--- src/rtl/quad_updown_decoder_if.sv ---
// Bundle of the quadrature decoder's control, phase and status signals.
// master drives the phases and controls; slave is the decoder.
interface quad_updown_decoder_if #(
   parameter int unsigned WIDTH = 4
);
   logic             en;
   logic             a_in;
   logic             b_in;
   logic             load;
   logic [WIDTH-1:0] load_val;
   logic             clr_err;
   logic [WIDTH-1:0] count;
   logic             dir;
   logic             step;
   logic             wrap;
   logic             err;
   logic             err_sticky;

   modport master (
      output en, a_in, b_in, load, load_val, clr_err,
      input  count, dir, step, wrap, err, err_sticky
   );

   modport slave (
      input  en, a_in, b_in, load, load_val, clr_err,
      output count, dir, step, wrap, err, err_sticky
   );
endinterface

--- src/rtl/quad_updown_decoder.sv ---
// Quadrature step receiver: synchronizes A/B and keeps a wrapping up/down position counter.
// Define QDEC_GLITCH_FILTER_EN to add a 3-sample glitch filter after the synchronizers.
module quad_updown_decoder #(
   parameter int unsigned WIDTH       = 4,
   parameter int unsigned SYNC_STAGES = 2
) (
   input logic                 clk,
   input logic                 rst,
   quad_updown_decoder_if.slave bus
);
`ifdef QDEC_GLITCH_FILTER_EN
   localparam int unsigned PrimeLen = SYNC_STAGES + 3;
`else
   localparam int unsigned PrimeLen = SYNC_STAGES + 1;
`endif
   localparam int unsigned PrimeW = $clog2(PrimeLen + 1);

   logic [1:0]        sync_q [SYNC_STAGES];
   logic [1:0]        sync_ph;
   logic [1:0]        cur;
   logic [1:0]        prev_q;
   logic [1:0]        delta;
   logic [PrimeW-1:0] prime_q;
   logic              priming;
   logic [WIDTH-1:0]  count_q, count_d;
   logic              dir_q, dir_d;
   logic              step_q, step_d;
   logic              wrap_q, wrap_d;
   logic              err_q, err_d;
   logic              sticky_q, sticky_d;

   // Map the Gray-coded phase onto a binary position so the step direction is a subtraction.
   function automatic logic [1:0] gray_pos(input logic [1:0] p);
      return {p[1], p[1] ^ p[0]};
   endfunction

   always_ff @(posedge clk) begin
      if (rst) begin
         for (int i = 0; i < SYNC_STAGES; i++) sync_q[i] <= 2'b00;
      end else begin
         sync_q[0] <= {bus.a_in, bus.b_in};
         for (int i = 1; i < SYNC_STAGES; i++) sync_q[i] <= sync_q[i-1];
      end
   end

   assign sync_ph = sync_q[SYNC_STAGES-1];

`ifdef QDEC_GLITCH_FILTER_EN
   logic [1:0] samp1_q, samp2_q;

   always_ff @(posedge clk) begin
      if (rst) begin
         samp1_q <= 2'b00;
         samp2_q <= 2'b00;
      end else begin
         samp1_q <= sync_ph;
         samp2_q <= samp1_q;
      end
   end

   // prev_q already holds the last accepted value, so it doubles as the filter's hold register.
   assign cur = (sync_ph == samp1_q && sync_ph == samp2_q) ? sync_ph : prev_q;
`else
   assign cur = sync_ph;
`endif

   assign priming = (prime_q != PrimeW'(PrimeLen));
   assign delta   = gray_pos(cur) - gray_pos(prev_q);

   always_comb begin
      count_d  = count_q;
      dir_d    = dir_q;
      step_d   = 1'b0;
      wrap_d   = 1'b0;
      err_d    = 1'b0;
      sticky_d = sticky_q & ~bus.clr_err;
      if (!priming) begin
         if (delta == 2'd2) begin
            err_d    = 1'b1;
            sticky_d = 1'b1;
         end else if (bus.en && delta == 2'd1) begin
            count_d = count_q + 1'b1;
            dir_d   = 1'b1;
            step_d  = 1'b1;
            wrap_d  = (count_q == {WIDTH{1'b1}});
         end else if (bus.en && delta == 2'd3) begin
            count_d = count_q - 1'b1;
            dir_d   = 1'b0;
            step_d  = 1'b1;
            wrap_d  = (count_q == '0);
         end
      end
      if (bus.load) begin
         count_d = bus.load_val;
         dir_d   = dir_q;
         step_d  = 1'b0;
         wrap_d  = 1'b0;
      end
   end

   always_ff @(posedge clk) begin
      if (rst) begin
         prev_q   <= 2'b00;
         prime_q  <= '0;
         count_q  <= '0;
         dir_q    <= 1'b0;
         step_q   <= 1'b0;
         wrap_q   <= 1'b0;
         err_q    <= 1'b0;
         sticky_q <= 1'b0;
      end else begin
         prev_q   <= cur;
         if (priming) prime_q <= prime_q + 1'b1;
         count_q  <= count_d;
         dir_q    <= dir_d;
         step_q   <= step_d;
         wrap_q   <= wrap_d;
         err_q    <= err_d;
         sticky_q <= sticky_d;
      end
   end

   assign bus.count      = count_q;
   assign bus.dir        = dir_q;
   assign bus.step       = step_q;
   assign bus.wrap       = wrap_q;
   assign bus.err        = err_q;
   assign bus.err_sticky = sticky_q;
endmodule

--- src/flat_wrapper.sv ---
// flat-port wrapper written by rule: the top's interface ports become plain ports
module quad_updown_decoder_flat 
#(
   parameter int unsigned WIDTH       = 4,
   parameter int unsigned SYNC_STAGES = 2
)
  (clk, rst, bus_en, bus_a_in, bus_b_in, bus_load, bus_load_val, bus_clr_err, bus_count, bus_dir, bus_step, bus_wrap, bus_err, bus_err_sticky);
  quad_updown_decoder_if #(.WIDTH(WIDTH)) bus_i ();
  input logic clk;
  input logic rst;
  input wire logic [$bits(bus_i.en)-1:0] bus_en;
  input wire logic [$bits(bus_i.a_in)-1:0] bus_a_in;
  input wire logic [$bits(bus_i.b_in)-1:0] bus_b_in;
  input wire logic [$bits(bus_i.load)-1:0] bus_load;
  input wire logic [$bits(bus_i.load_val)-1:0] bus_load_val;
  input wire logic [$bits(bus_i.clr_err)-1:0] bus_clr_err;
  output wire logic [$bits(bus_i.count)-1:0] bus_count;
  output wire logic [$bits(bus_i.dir)-1:0] bus_dir;
  output wire logic [$bits(bus_i.step)-1:0] bus_step;
  output wire logic [$bits(bus_i.wrap)-1:0] bus_wrap;
  output wire logic [$bits(bus_i.err)-1:0] bus_err;
  output wire logic [$bits(bus_i.err_sticky)-1:0] bus_err_sticky;
  assign bus_i.en = bus_en;
  assign bus_i.a_in = bus_a_in;
  assign bus_i.b_in = bus_b_in;
  assign bus_i.load = bus_load;
  assign bus_i.load_val = bus_load_val;
  assign bus_i.clr_err = bus_clr_err;
  assign bus_count = bus_i.count;
  assign bus_dir = bus_i.dir;
  assign bus_step = bus_i.step;
  assign bus_wrap = bus_i.wrap;
  assign bus_err = bus_i.err;
  assign bus_err_sticky = bus_i.err_sticky;
  quad_updown_decoder #(.WIDTH(WIDTH), .SYNC_STAGES(SYNC_STAGES)) u_core (.clk(clk), .rst(rst), .bus(bus_i));
endmodule
--- config.mk ---
export PLATFORM = sky130hd
export DESIGN_NAME = quad_updown_decoder_flat
export DESIGN_NICKNAME = d
export VERILOG_FILES = /design/src/rtl/quad_updown_decoder_if.sv /design/src/rtl/quad_updown_decoder.sv /design/src/flat_wrapper.sv
export SDC_FILE = /design/constraint.sdc
export NUM_CORES = 1
export LEC_CHECK = 0
export ABC_AREA = 0
export CAP_MARGIN = 40
export CORE_ASPECT_RATIO = 1.25
export CORE_MARGIN = 5
export CORE_UTILIZATION = 35
export CTS_CLUSTER_SIZE = 24
export DETAILED_ROUTE_END_ITERATION = 12
export GPL_TIMING_DRIVEN = 1
export SLEW_MARGIN = 5
export SYNTH_ARGS = -nofsm -noshare
export SYNTH_HDL_FRONTEND = slang
export SYNTH_SLANG_ARGS = --single-unit
--- constraint.sdc ---
create_clock -name clk -period 3.8 [get_ports clk]
set_clock_uncertainty 0.05 [all_clocks]
set_input_delay 0.76 -clock clk [delete_from_list [all_inputs] [get_ports clk]]
set_output_delay 0.76 -clock clk [all_outputs]
set_load 0.05 [all_outputs]
==> flow_results.org, run 1 <==
** Worst setup path
- The worst setup path is launched from a flip-flop.
- Crit Reg-Reg Endpoint :: u_core.bus.count[3]
- Critical path arrival :: 3.08 ns
- Number of cells on the worst reg-to-reg path :: 9
- The critical path in this run is classified as flip-flop to flip-flop.
- The startpoint identified for the worst register-to-register timing path is u_core.sync_q[0][3].
- Crit path from :: u_core.sync_q[0][3]
- The worst register-to-register path has a setup slack of 0.87 ns.
- Required time of the critical path :: 3.95 ns
- Type of element capturing the critical path :: flip-flop
- CP max FO :: 8

** Job
- Across the run, the number of max-cap violations was 0.

** Routing
- Total Wirelength :: 1480 um
- Post-detailed-route count of antenna-violating nets :: 0
- Summing over every cut layer, the via total after detailed routing is 592.
- Routed wire per std cell :: 12.8 um
- Residual DRC :: 0
- Post-DR vias/cell :: 5.10
- The first TritonRoute pass finished after 2 iterations.
- DRT iter0 DRCs :: 7

** Clock network
- Once the clock tree was built, the setup fixing pass inserted 0 buffers.
- Clock tree from TritonCTS :: built
- CTS clock-pin slew for the worst setup and hold paths :: 0.10 ns
- Number of levels in the clock H-tree :: 1
- At the later pin of the worst-skew pair, clock insertion delay measures 0.30 ns.
- Cell chosen for the clock root :: sky130_fd_sc_hd__clkbuf_4
- The longest clock path from root to sink contains 2 buffers.
- Number of clock sinks :: 17
- Number of resized instances in the post-cts repair step :: 0
- CTS hold repair buffers :: 0
- CTS Buf Count :: 3

** Synthesis
- Synthesized instance count :: 74
- Total of flip-flops plus latches after synthesis :: 17
- Distinct cell type count after synthesis :: 27
- The synthesized netlist occupies a cell area of 762 um^2.
- Synthesis produced a netlist with a net count of 90.
- Of the synthesized area, sequential elements account for 44.7%.
- Average cell area after synthesis :: 10.3 um^2
- YS warnings :: 0

** Placement
- The HPWL after detailed placement is 1080 um.
- Global placement routability congestion :: 0.773
- Area after DPL :: 971 um^2
- Post-place setup slack :: 0.712 ns
- Number of port buffers :: 19

** STA
- Tightest Pin Transition :: 0.569 ns
- The routed design could run at a clock period as short as 2.93 ns.
- For this run, the top clock speed supported by timing is 341 MHz.
- Post-route fraction of the period consumed by the critical path :: 77.1%
- Final setup violation count :: 0
- The number of max-slew violations in the final report was 0.
- For the final routed database, the setup TNS stands at 0 ns.
- Setup repair after global routing left no endpoint under its margin.
- Across all setup checks in the final design, the least slack found is 0.870 ns.
- The number of hold violations in the final report is 0.
- Measured against its own limit, the worst slew margin works out to 62.0%.

** Status
- The run finished with clean final reports.

** Global routing
- The number of global-route vias before repair was 586.
- The first global-routing pass estimated 2610 um of wire.
- Entering global routing, the biggest net connects 16 pins.
- Overflow after GRT :: 0
- Number of antenna violations at the first check in global routing :: 0
- Total routing usage reported by global routing :: 10.8%

** Finish
- In the final layout, flip-flops and latches occupy 340 um^2.
- In the final layout, the multi-input gates occupy 407 um^2.
- After filler insertion, the fill cell instance count of the layout stands at 216.
- Synthesis-to-finish area growth :: 31.0%
- Final #Nets :: 112
- Final instance area :: 998 um^2
- The number of antenna diodes in the final layout is 0.
- Share of cells above drive strength 1 :: 7.37%

** Floorplanning
- Standard cell core area :: 2140 um^2
- DIE AREA :: 3220 um^2
- The floorplan step set the die width to 51.7 um.
- In this run the count of I/O pins placed on the die edge is 20.
- Starting density of the core :: 35.6%
- In this run the core area contains 19 standard-cell rows.
- The die is 62.2 um tall.

** Power and ir drop
- Dividing total power by cell area gives a power density of 378 nW/um^2.
- VDD sags by at most 0.000212 V.
- Cell leakage power :: 0.401 nW

** Min path
- The path class of the tightest hold or removal check is flip-flop to flip-flop.
- The startpoint identified for the worst hold timing path is u_core.sync_q[0][0].
- Hold EP :: u_core.sync_q[0][2]
- Counting instances, the worst hold path has a depth of 1.
## metal layers
layer,vias to the layer above,wire length [um],global-route usage [%]
met2,12,751,17.7
met4,0,56,8.85
met1,276,608,11.4
met5,-,0,0
li1,299,-,-
met3,5,63,2.15
## registers in the layout, indices dropped and copies added, names as in the netlist, 2 cells and up
register          cells
u_core.sync_q         4
u_core.bus.count      4
u_core.prime_q        2
u_core.prev_q         2
## final cells by class
class	instances	share of cell area, %
multi-input combinational	53	40.7
clock buffer	3	2.26
clock inverter	1	0.501
timing repair buffer	19	19.0
inverter	2	0.752
sequential	17	34.1
tap	21	2.63
## worst max path at each step
stage | endpoint | slack, ns | cells past startpoint
global placement | u_core.bus.count[3] | 0.78 | 7
CTS | u_core.bus.count[3] | 0.88 | 9
detailed placement | u_core.bus.count[3] | 0.71 | 7
global route | u_core.bus.count[3] | 0.72 | 9
floorplan | u_core.bus.count[3] | 1.08 | 9
finish | u_core.bus.count[3] | 0.87 | 9
## power breakdown
group / total, mW / switching [mW] / leakage, nW / internal [mW]
registers: 0.198 / 0.00889 / 0.139 / 0.189
logic: 0.0805 / 0.0409 / 0.244 / 0.0396
clock network: 0.0988 / 0.0595 / 0.0177 / 0.0392
total: 0.377 / 0.109 / 0.401 / 0.268
## metrics by stage
step                      hold slack [ns]  utilization, %  instances  power, mW
final                               0.399            46.7        116      0.377
after floorplan                     0.364               -         74      0.255
after CTS                           0.403            46.7        116      0.383
after global routing                0.424            46.7        116      0.399
after global placement              0.373            45.4        112      0.280
after detailed placement            0.379            45.4        112      0.282
## Yosys cell counts
library cell | instances | area [um^2]
sky130_fd_sc_hd__nand3_1 | 1 | 5.00
sky130_fd_sc_hd__o31a_1 | 2 | 17.5
sky130_fd_sc_hd__nor4b_1 | 1 | 8.76
sky130_fd_sc_hd__mux2i_1 | 4 | 40.0
sky130_fd_sc_hd__or3b_2 | 1 | 8.76
sky130_fd_sc_hd__nand2b_1 | 1 | 6.26
sky130_fd_sc_hd__inv_1 | 2 | 7.51
sky130_fd_sc_hd__dfxtp_1 | 17 | 340
sky130_fd_sc_hd__clkbuf_1 | 2 | 7.51
sky130_fd_sc_hd__nor2_1 | 9 | 33.8
sky130_fd_sc_hd__fa_1 | 1 | 20.0
sky130_fd_sc_hd__mux2_2 | 1 | 11.3
sky130_fd_sc_hd__nand3b_1 | 1 | 7.51
sky130_fd_sc_hd__nor4_1 | 2 | 12.5
sky130_fd_sc_hd__ha_1 | 4 | 50.1
sky130_fd_sc_hd__nand4_1 | 1 | 6.26
sky130_fd_sc_hd__nor2b_1 | 8 | 50.1
sky130_fd_sc_hd__xnor2_1 | 2 | 17.5
sky130_fd_sc_hd__xor2_1 | 3 | 26.3
sky130_fd_sc_hd__o21ai_0 | 1 | 5.00
sky130_fd_sc_hd__a211oi_1 | 1 | 7.51
sky130_fd_sc_hd__and3b_1 | 1 | 8.76
sky130_fd_sc_hd__a21boi_0 | 1 | 7.51
sky130_fd_sc_hd__nand2_1 | 2 | 7.51
sky130_fd_sc_hd__a32oi_1 | 1 | 8.76
sky130_fd_sc_hd__a21oi_1 | 3 | 15.0
sky130_fd_sc_hd__xor3_2 | 1 | 25.0
## placed cells by master, fill, tap and decap left out, drive strengths merged, types with 2 or more instances in the layout
cell type	instances
clkdlybuf4s50	19
dfxtp	17
nor2	9
nor2b	8
mux2i	4
ha	4
xor2	3
a21oi	3
clkbuf	3
nand2	2
inv	2
xnor2	2
nor4	2
o31a	2
## cell families after synthesis
group           share of synthesized area (%)
compound gates                           8.05
fa+ha+maj                                9.20
buf+inv                                  1.97
flops                                    44.7
xor+xnor                                 9.03
mux                                      6.73
simple gates                             20.4
## critical path, cell delays in order (launching register included)
cell	delay, ns
sky130_fd_sc_hd__dfxtp_1	0.40
sky130_fd_sc_hd__xnor2_1	0.14
sky130_fd_sc_hd__ha_1	0.17
sky130_fd_sc_hd__xor3_2	0.34
sky130_fd_sc_hd__or3b_2	0.55
sky130_fd_sc_hd__ha_1	0.34
sky130_fd_sc_hd__a21oi_1	0.18
sky130_fd_sc_hd__a21boi_0	0.14
sky130_fd_sc_hd__o31a_1	0.29
sky130_fd_sc_hd__o31a_1	0.23
Note: power is estimated with default switching activity, not from simulation.
==> run 2, diff against run 1 <==
==> constraint.sdc (replaced) <==
create_clock -name clk -period 2.84 [get_ports clk]
set_clock_uncertainty 0.05 [all_clocks]
set_input_delay 0.568 -clock clk [delete_from_list [all_inputs] [get_ports clk]]
set_output_delay 0.568 -clock clk [all_outputs]
set_load 0.05 [all_outputs]
==> flow_results.org, run 2 (synthesis results as in run 1) <==
** Global routing
- The largest net degree at the start of global routing came to 16 (unchanged).
- The number of antenna violations at the first check in global routing came to 0 (unchanged).
- The wire length of the first global-routing pass came to 2590 um (-0.81%).
- The global-route usage over all layers was 11.0% (+0.23 points).
- The final global-route overflow total was 0 (unchanged).
- Vias in the first global route :: 576 (-1.7%)

** STA
- The pin slew with the least headroom to its limit is 0.497 ns (-0.0717 ns).
- The number of endpoints failing setup at the final stage was 0 (unchanged).
- Final hold vios :: 0 (unchanged)
- The number of max-slew violations in the final report came to 0 (unchanged).
- The minimum clock period is 2.68 ns (-0.246 ns).
- Post-route fraction of the period consumed by the critical path :: 94.5% (+17 points)
- RSZ-0062 raised after global routing :: no
- The maximum clock frequency came to 373 MHz (+9.2%).
- The worst relative slew slack is 66.8% (+4.8 points).

** Routing
- The number of nets with antenna violations after routing is 0 (unchanged).
- The via density per instance came to 4.94 (-3.2%).
- Overall via count from detail_route :: 593 (+0.17%)
- The violation count after the first detailed-routing iteration was 4 (-3).
- Routed wire per std cell :: 12.4 um (-2.6%)
- First-pass detailed-route iteration total :: 4 (+2)
- Residual DRC :: 0 (unchanged)
- Total Wirelength :: 1490 um (+0.74%)

** Floorplanning
- The number of core rows is 19 (unchanged).
- The horizontal die dimension came to 51.7 um (unchanged).
- IO Pins :: 20 (unchanged)
- The die outline height was 62.2 um (unchanged).
- The die area was 3220 um^2 (unchanged).
- The initial standard-cell utilization of the core was 35.6% (unchanged).
- The total core area is 2140 um^2 (unchanged).

** Worst setup path
- Flop-to-flop setup slack :: 0.16 ns (-0.71 ns)
- Sort of element at the start of the critical path :: flip-flop
- Number of cells on the worst reg-to-reg path :: 9 (unchanged)
- In this run the critical register-to-register path is launched from u_core.sync_q[0][3].
- Setup CP Type :: flip-flop to flip-flop
- The signal arrival time at the worst endpoint is 2.83 ns (-0.25 ns).
- The required time at the endpoint of the critical path is 2.99 ns (-0.96 ns).
- CP max FO :: 3 (-5)
- The endpoint identified for the worst register-to-register timing path is u_core.bus.count[3].
- Type of element capturing the critical path :: flip-flop

** Finish
- Final #Nets :: 116 (+3.6%)
- The antenna diode count is 0 (unchanged).
- Final instance area :: 1040 um^2 (+4.6%)
- Synthesis-to-finish area growth :: 37.1%
- Share of cells above drive strength 1 :: 13.1% (+5.8 points)
- The library cells used most frequently in the layout, excluding fill and tap cells, are sky130_fd_sc_hd__clkdlybuf4s50_1, sky130_fd_sc_hd__dfxtp_1, sky130_fd_sc_hd__nor2_1.
- Share of the core filled with cells in the final layout :: 48.8% (+2.2 points)
- The library cell used most frequently in the layout, excluding fill and tap cells, is sky130_fd_sc_hd__clkdlybuf4s50_1.

** Placement
- The total of buffers placed on input and output ports is 19 (unchanged).
- Area after DPL :: 1000 um^2 (+3.1%)
- The HPWL reported at the end of detailed placement is 1120 um (+3.8%).
- The last weighted congestion value of the routability-driven placer was 0.788 (+2.0%).

** Clock network
- The H-tree depth is 1 (unchanged).
- The clock sink count came to 17 (unchanged).
- The number of buffers on the longest clock path is 2 (unchanged).
- The number of buffers created by CTS was 3 (unchanged).
- CTS hold repair buffers :: 0 (unchanged)
- Clock tree from TritonCTS :: built
- The clock latency of the later-clocked register in the worst-skew pair is 0.30 ns (about the same).
- CTS clock-pin slew for the worst setup and hold paths :: 0.10 ns (about the same)
- Cell chosen for the clock root :: sky130_fd_sc_hd__clkbuf_4
- The total setup buffers inserted after CTS is 0 (unchanged).

** Job
- Max-cap violation count :: 0 (unchanged)

** Min path
- Startpoint of the tightest hold check path :: u_core.sync_q[0][0]
- Hold EP :: u_core.sync_q[0][2]
- In this run the worst hold path is classified as flip-flop to flip-flop.
- Cell depth of the worst hold path :: 1 (unchanged)

** Power and ir drop
- The power per cell area was 496 nW/um^2 (+31%).
- The leakage power total was 0.421 nW (+5.0%).
- The highest ir drop seen on vdd is 0.000204 V (-3.9%).

** Status
- The flow ran to the end, and the final reports show no timing, DRC or antenna violations.
==> run 2: cell types whose count changed in the layout (fill, tap and decap cells not counted) <==
cell	before	now
sky130_fd_sc_hd__buf_4	0	4
sky130_fd_sc_hd__a21oi_1	3	2
sky130_fd_sc_hd__a21oi_2	0	1
sky130_fd_sc_hd__ha_1	4	3
sky130_fd_sc_hd__ha_4	0	1
==> run 2: area by class of cell <==
cell class | count | area [um^2]
Timing Repair Buffer | 23 | 220
Clock buffer | 3 | 22.5
Clock inverter | 1 | 5.00
Tap cell | 21 | 26.3
Inverter | 2 | 7.51
Multi-Input combinational cell | 53 | 423
Sequential cell | 17 | 340
Fill cell | 215 | 1090
==> run 2: per-stage QoR <==
| step | total power, mW | TNS [ns] | hold WS (ns) | worst slack, ns | std cells |
|---|---|---|---|---|---|
| 4_1_cts | 0.521 | 0 | 0.404 | 0.0635 | 120 |
| 6_report | 0.518 | 0 | 0.397 | 0.156 | 120 |
| 3_5_place_dp | 0.385 | -0.0217 | 0.379 | -0.0217 | 116 |
| 5_1_grt | 0.546 | 0 | 0.422 | 0.0251 | 120 |
| 3_3_place_gp | 0.382 | 0 | 0.371 | 0.0429 | 116 |
| 2_1_floorplan | 0.341 | 0 | 0.364 | 0.121 | 74 |
==> run 2: routing by layer <==
metal | global-route usage, % | vias to the layer above | share of wire, %
li1 | - | 304 | -
met1 | 12.3 | 270 | 44
met2 | 17.2 | 14 | 47
met3 | 1.91 | 5 | 4.4
met4 | 9.84 | 0 | 4.6
met5 | 0 | - | 0
==> run 2: worst max-delay path by stage <==
stage                        start                   to  slack, ns
2_1_floorplan  u_core.sync_q[0][3]  u_core.bus.count[3]       0.12
3_3_place_gp                bus_en  u_core.bus.count[3]       0.04
3_5_place_dp                bus_en  u_core.bus.count[3]      -0.02
4_1_cts        u_core.sync_q[0][3]  u_core.bus.count[3]       0.06
5_1_grt           u_core.prev_q[1]  u_core.bus.count[3]       0.03
6_report       u_core.sync_q[0][3]  u_core.bus.count[3]       0.16
==> run 2: repair_timing <==
action	CTS	global route
hold endpoints to repair	0	0
setup endpoints to repair	0	1
resized for setup	0	2
==> run 2: report_power, final <==
group	switching, mW	internal (mW)	total, mW
sequential	0.0121	0.253	0.265
combinational	0.0571	0.0615	0.119
clock	0.0820	0.0526	0.135
total	0.151	0.367	0.518
==> run 2: worst max-delay path: stages, from the launching register on <==
cell,delay [ns]
sky130_fd_sc_hd__dfxtp_1,0.40
sky130_fd_sc_hd__xnor2_1,0.14
sky130_fd_sc_hd__ha_1,0.17
sky130_fd_sc_hd__xor3_2,0.25
sky130_fd_sc_hd__or3b_2,0.54
sky130_fd_sc_hd__ha_4,0.31
sky130_fd_sc_hd__nand3_1,0.08
sky130_fd_sc_hd__and3b_1,0.20
sky130_fd_sc_hd__o31a_1,0.23
sky130_fd_sc_hd__o31a_1,0.23
==> run 3, diff against run 2 <==
--- a/config.mk
+++ b/config.mk
@@ -12,8 +12,8 @@
 export CORE_UTILIZATION = 35
 export CTS_CLUSTER_SIZE = 24
 export DETAILED_ROUTE_END_ITERATION = 12
+export DONT_BUFFER_PORTS = 1
 export GPL_TIMING_DRIVEN = 1
-export SLEW_MARGIN = 5
 export SYNTH_ARGS = -nofsm -noshare
 export SYNTH_HDL_FRONTEND = slang
 export SYNTH_SLANG_ARGS = --single-unit
==> flow_results.org, run 3 (synthesis results as in run 1) <==
** Finish
- Synthesis-to-finish area growth :: 12.2%
- The number of fill cells in the layout is 228 (+6.0%).
- Most frequent standard cell in the layout excluding fill and tap cells :: sky130_fd_sc_hd__dfxtp_1
- The non-filler instance count after layout is 101 (-16%).
- Final #Nets :: 97 (-16%)
- The post-route cell area is 855 um^2 (-18%).
- Share of cells above drive strength 1 :: 16.3% (+3.1 points)
- The area taken by flip-flops and latches was 342 um^2 (+0.37%).
- Multi-input gate area in the final layout :: 422 um^2 (-0.30%)
- The end-of-flow core utilization is 39.9% (-8.9 points).
- ANT cells :: 0 (unchanged)
- Commonest non-fill, non-tap cells in the layout :: sky130_fd_sc_hd__dfxtp_1, sky130_fd_sc_hd__nor2_1, sky130_fd_sc_hd__nor2b_1

** Job
- The max-cap check violation count came to 0 (unchanged).

** Worst setup path
- By startpoint and endpoint, the worst setup path is classified as flip-flop to flip-flop.
- Crit Reg-Reg Endpoint :: u_core.bus.count[3]
- Type of element capturing the critical path :: flip-flop
- Crit path from :: u_core.sync_q[0][3]
- The worst setup path is launched from a flip-flop.
- CP max FO :: 3 (unchanged)
- The required time at the endpoint of the critical path is 2.98 ns (about the same).
- The startpoint identified for the worst register-to-register timing path is u_core.sync_q[0][3].
- The number of cell instances on the worst register-to-register path came to 9 (unchanged).
- Flop-to-flop setup slack :: 0.26 ns (+0.10 ns)
- The signal arrival time at the worst endpoint was 2.72 ns (-0.11 ns).

** Min path
- For hold timing, the worst endpoint is u_core.sync_q[0][3].
- In this run the worst hold path is classified as input port to flip-flop.
- Cell depth of the worst hold path :: 1 (unchanged)
- Startpoint of the tightest hold check path :: rst

** STA
- The pin slew with the least headroom to its limit is 0.592 ns (+0.0951 ns).
- The worst relative slew slack came to 60.5% (-6.3 points).
- Final critical-path required period :: 2.58 ns (-0.0999 ns)
- Slew Limit Fails :: 0 (unchanged)
- The final-layout setup total negative slack came to 0 ns (unchanged).
- The number of endpoints failing setup at the final stage came to 0 (unchanged).
- Setup repair after global routing left no endpoint under its margin.
- Final hold vios :: 0 (unchanged)
- The part of the cycle the worst path needs came to 91.0% (-3.5 points).
- Achievable clock frequency :: 387 MHz (+3.9%)

** Floorplanning
- The total core area was 2140 um^2 (unchanged).
- The number of core rows was 19 (unchanged).
- The die outline height is 62.2 um (unchanged).
- IO Pins :: 20 (unchanged)
- The initial standard-cell utilization of the core is 35.6% (unchanged).
- Die width :: 51.7 um (unchanged)
- DIE AREA :: 3220 um^2 (unchanged)

** Clock network
- Clock tree synthesis selected as its root buffer the cell sky130_fd_sc_hd__clkbuf_4.
- Worst-skew pair later-pin latency :: 0.28 ns (-0.02 ns)
- The number of buffers on the longest clock path is 2 (unchanged).
- TritonCTS built the clock tree.
- CTS Buf Count :: 3 (unchanged)
- CTS clock-pin slew for the worst setup and hold paths :: 0.10 ns (about the same)
- The H-tree depth came to 1 (unchanged).
- Number of clock sinks :: 17 (unchanged)

** Routing
- First-pass detailed-route iteration total :: 4 (unchanged)
- Post-DR vias/cell :: 5.33 (+7.8%)
- The final routed wire length divided by cell count came to 14.0 um (+13%).
- Residual DRC :: 0 (unchanged)
- DRT iter0 DRCs :: 5 (+1)
- The routed wire length is 1410 um (-5.1%).
- The number of nets with antenna violations after routing is 0 (unchanged).
- Overall via count from detail_route :: 538 (-9.3%)

** Placement
- The HPWL reported at the end of detailed placement came to 1060 um (-5.0%).
- Number of port buffers :: 0 (-19)
- Area after DPL :: 811 um^2 (-19%)
- The cell total after placement is 97 (-16%).
- Global placement routability congestion :: 0.708 (-10%)

** Status
- The run finished with clean final reports.

** Power and ir drop
- The highest ir drop seen on vdd came to 0.000212 V (+4.1%).
- Total power density per cell area :: 570 nW/um^2 (+15%)
- Cell leakage power :: 0.354 nW (-16%)

** Global routing
- The final global-route overflow total came to 0 (unchanged).
- The number of antenna violations at the first check in global routing came to 0 (unchanged).
- Wire length of the first global-routing pass :: 2250 um (-13%)
- The largest net degree at the start of global routing was 16 (unchanged).
- The number of global-route vias before repair came to 497 (-14%).
- Total routing usage reported by global routing :: 9.45% (-1.5 points)
==> run 3: cell types whose count changed in the layout (fill, tap and decap cells not counted), sizes merged <==
cell	before	now
clkdlybuf4s50	19	0
==> run 3: stage by stage <==
step / total power, mW / setup slack (ns) / hold WS, ns
after global placement: 0.354 / 0.106 / 0.370
final: 0.487 / 0.256 / 0.284
after CTS: 0.488 / 0.00929 / 0.283
after detailed placement: 0.360 / 0.0272 / 0.378
after global routing: 0.514 / 0.0901 / 0.261
after floorplan: 0.341 / 0.121 / 0.364
==> run 3: power by group <==
part           switching [mW]  internal, mW
clock                  0.0779        0.0522
sequential             0.0142         0.253
combinational          0.0475        0.0428
total                   0.140         0.348
==> run 3: area by class of cell <==
cell class / instances / area share, %
Timing Repair Buffer: 4 / 3.51
Clock inverter: 1 / 0.586
Sequential cell: 17 / 40.0
Clock buffer: 3 / 2.64
Inverter: 2 / 0.878
Tap cell: 21 / 3.07
Multi-Input combinational cell: 53 / 49.3
==> run 3: worst max-delay path, cell delays in order, from the launching register on <==
cell and delay, ns:
sky130_fd_sc_hd__dfxtp_2 0.35, sky130_fd_sc_hd__xnor2_1 0.17, sky130_fd_sc_hd__ha_1 0.17, sky130_fd_sc_hd__xor3_2 0.26
sky130_fd_sc_hd__or3b_4 0.44, sky130_fd_sc_hd__ha_4 0.24, sky130_fd_sc_hd__a21oi_1 0.16, sky130_fd_sc_hd__a21boi_0 0.13
sky130_fd_sc_hd__o31a_1 0.28, sky130_fd_sc_hd__o31a_1 0.23
==> run 3: routing by layer <==
metal / global-route usage, % / vias up / part of all wire, %
li1: - / 270 / -
met1: 10.0 / 257 / 39
met2: 15.8 / 9 / 54
met3: 3.59 / 2 / 5.3
met4: 4.92 / 0 / 1.9
met5: 0 / - / 0
==> run 3: how the worst max path moves through the flow <==
stage	to	slack, ns
after global placement	u_core.bus.count[3]	0.11
after detailed placement	u_core.bus.count[3]	0.03
after floorplan	u_core.bus.count[3]	0.12
after global routing	u_core.bus.count[3]	0.09
after CTS	u_core.bus.count[3]	0.009
final	u_core.bus.count[3]	0.26
==> run 3: what timing repair did <==
action | in CTS | in global routing
endpoints found under the hold margin | 0 | 0
endpoints found under the setup margin | 0 | 1
gates resized for setup | 0 | 3
setup buffers | 0 | 0
hold buffers | 0 | 0
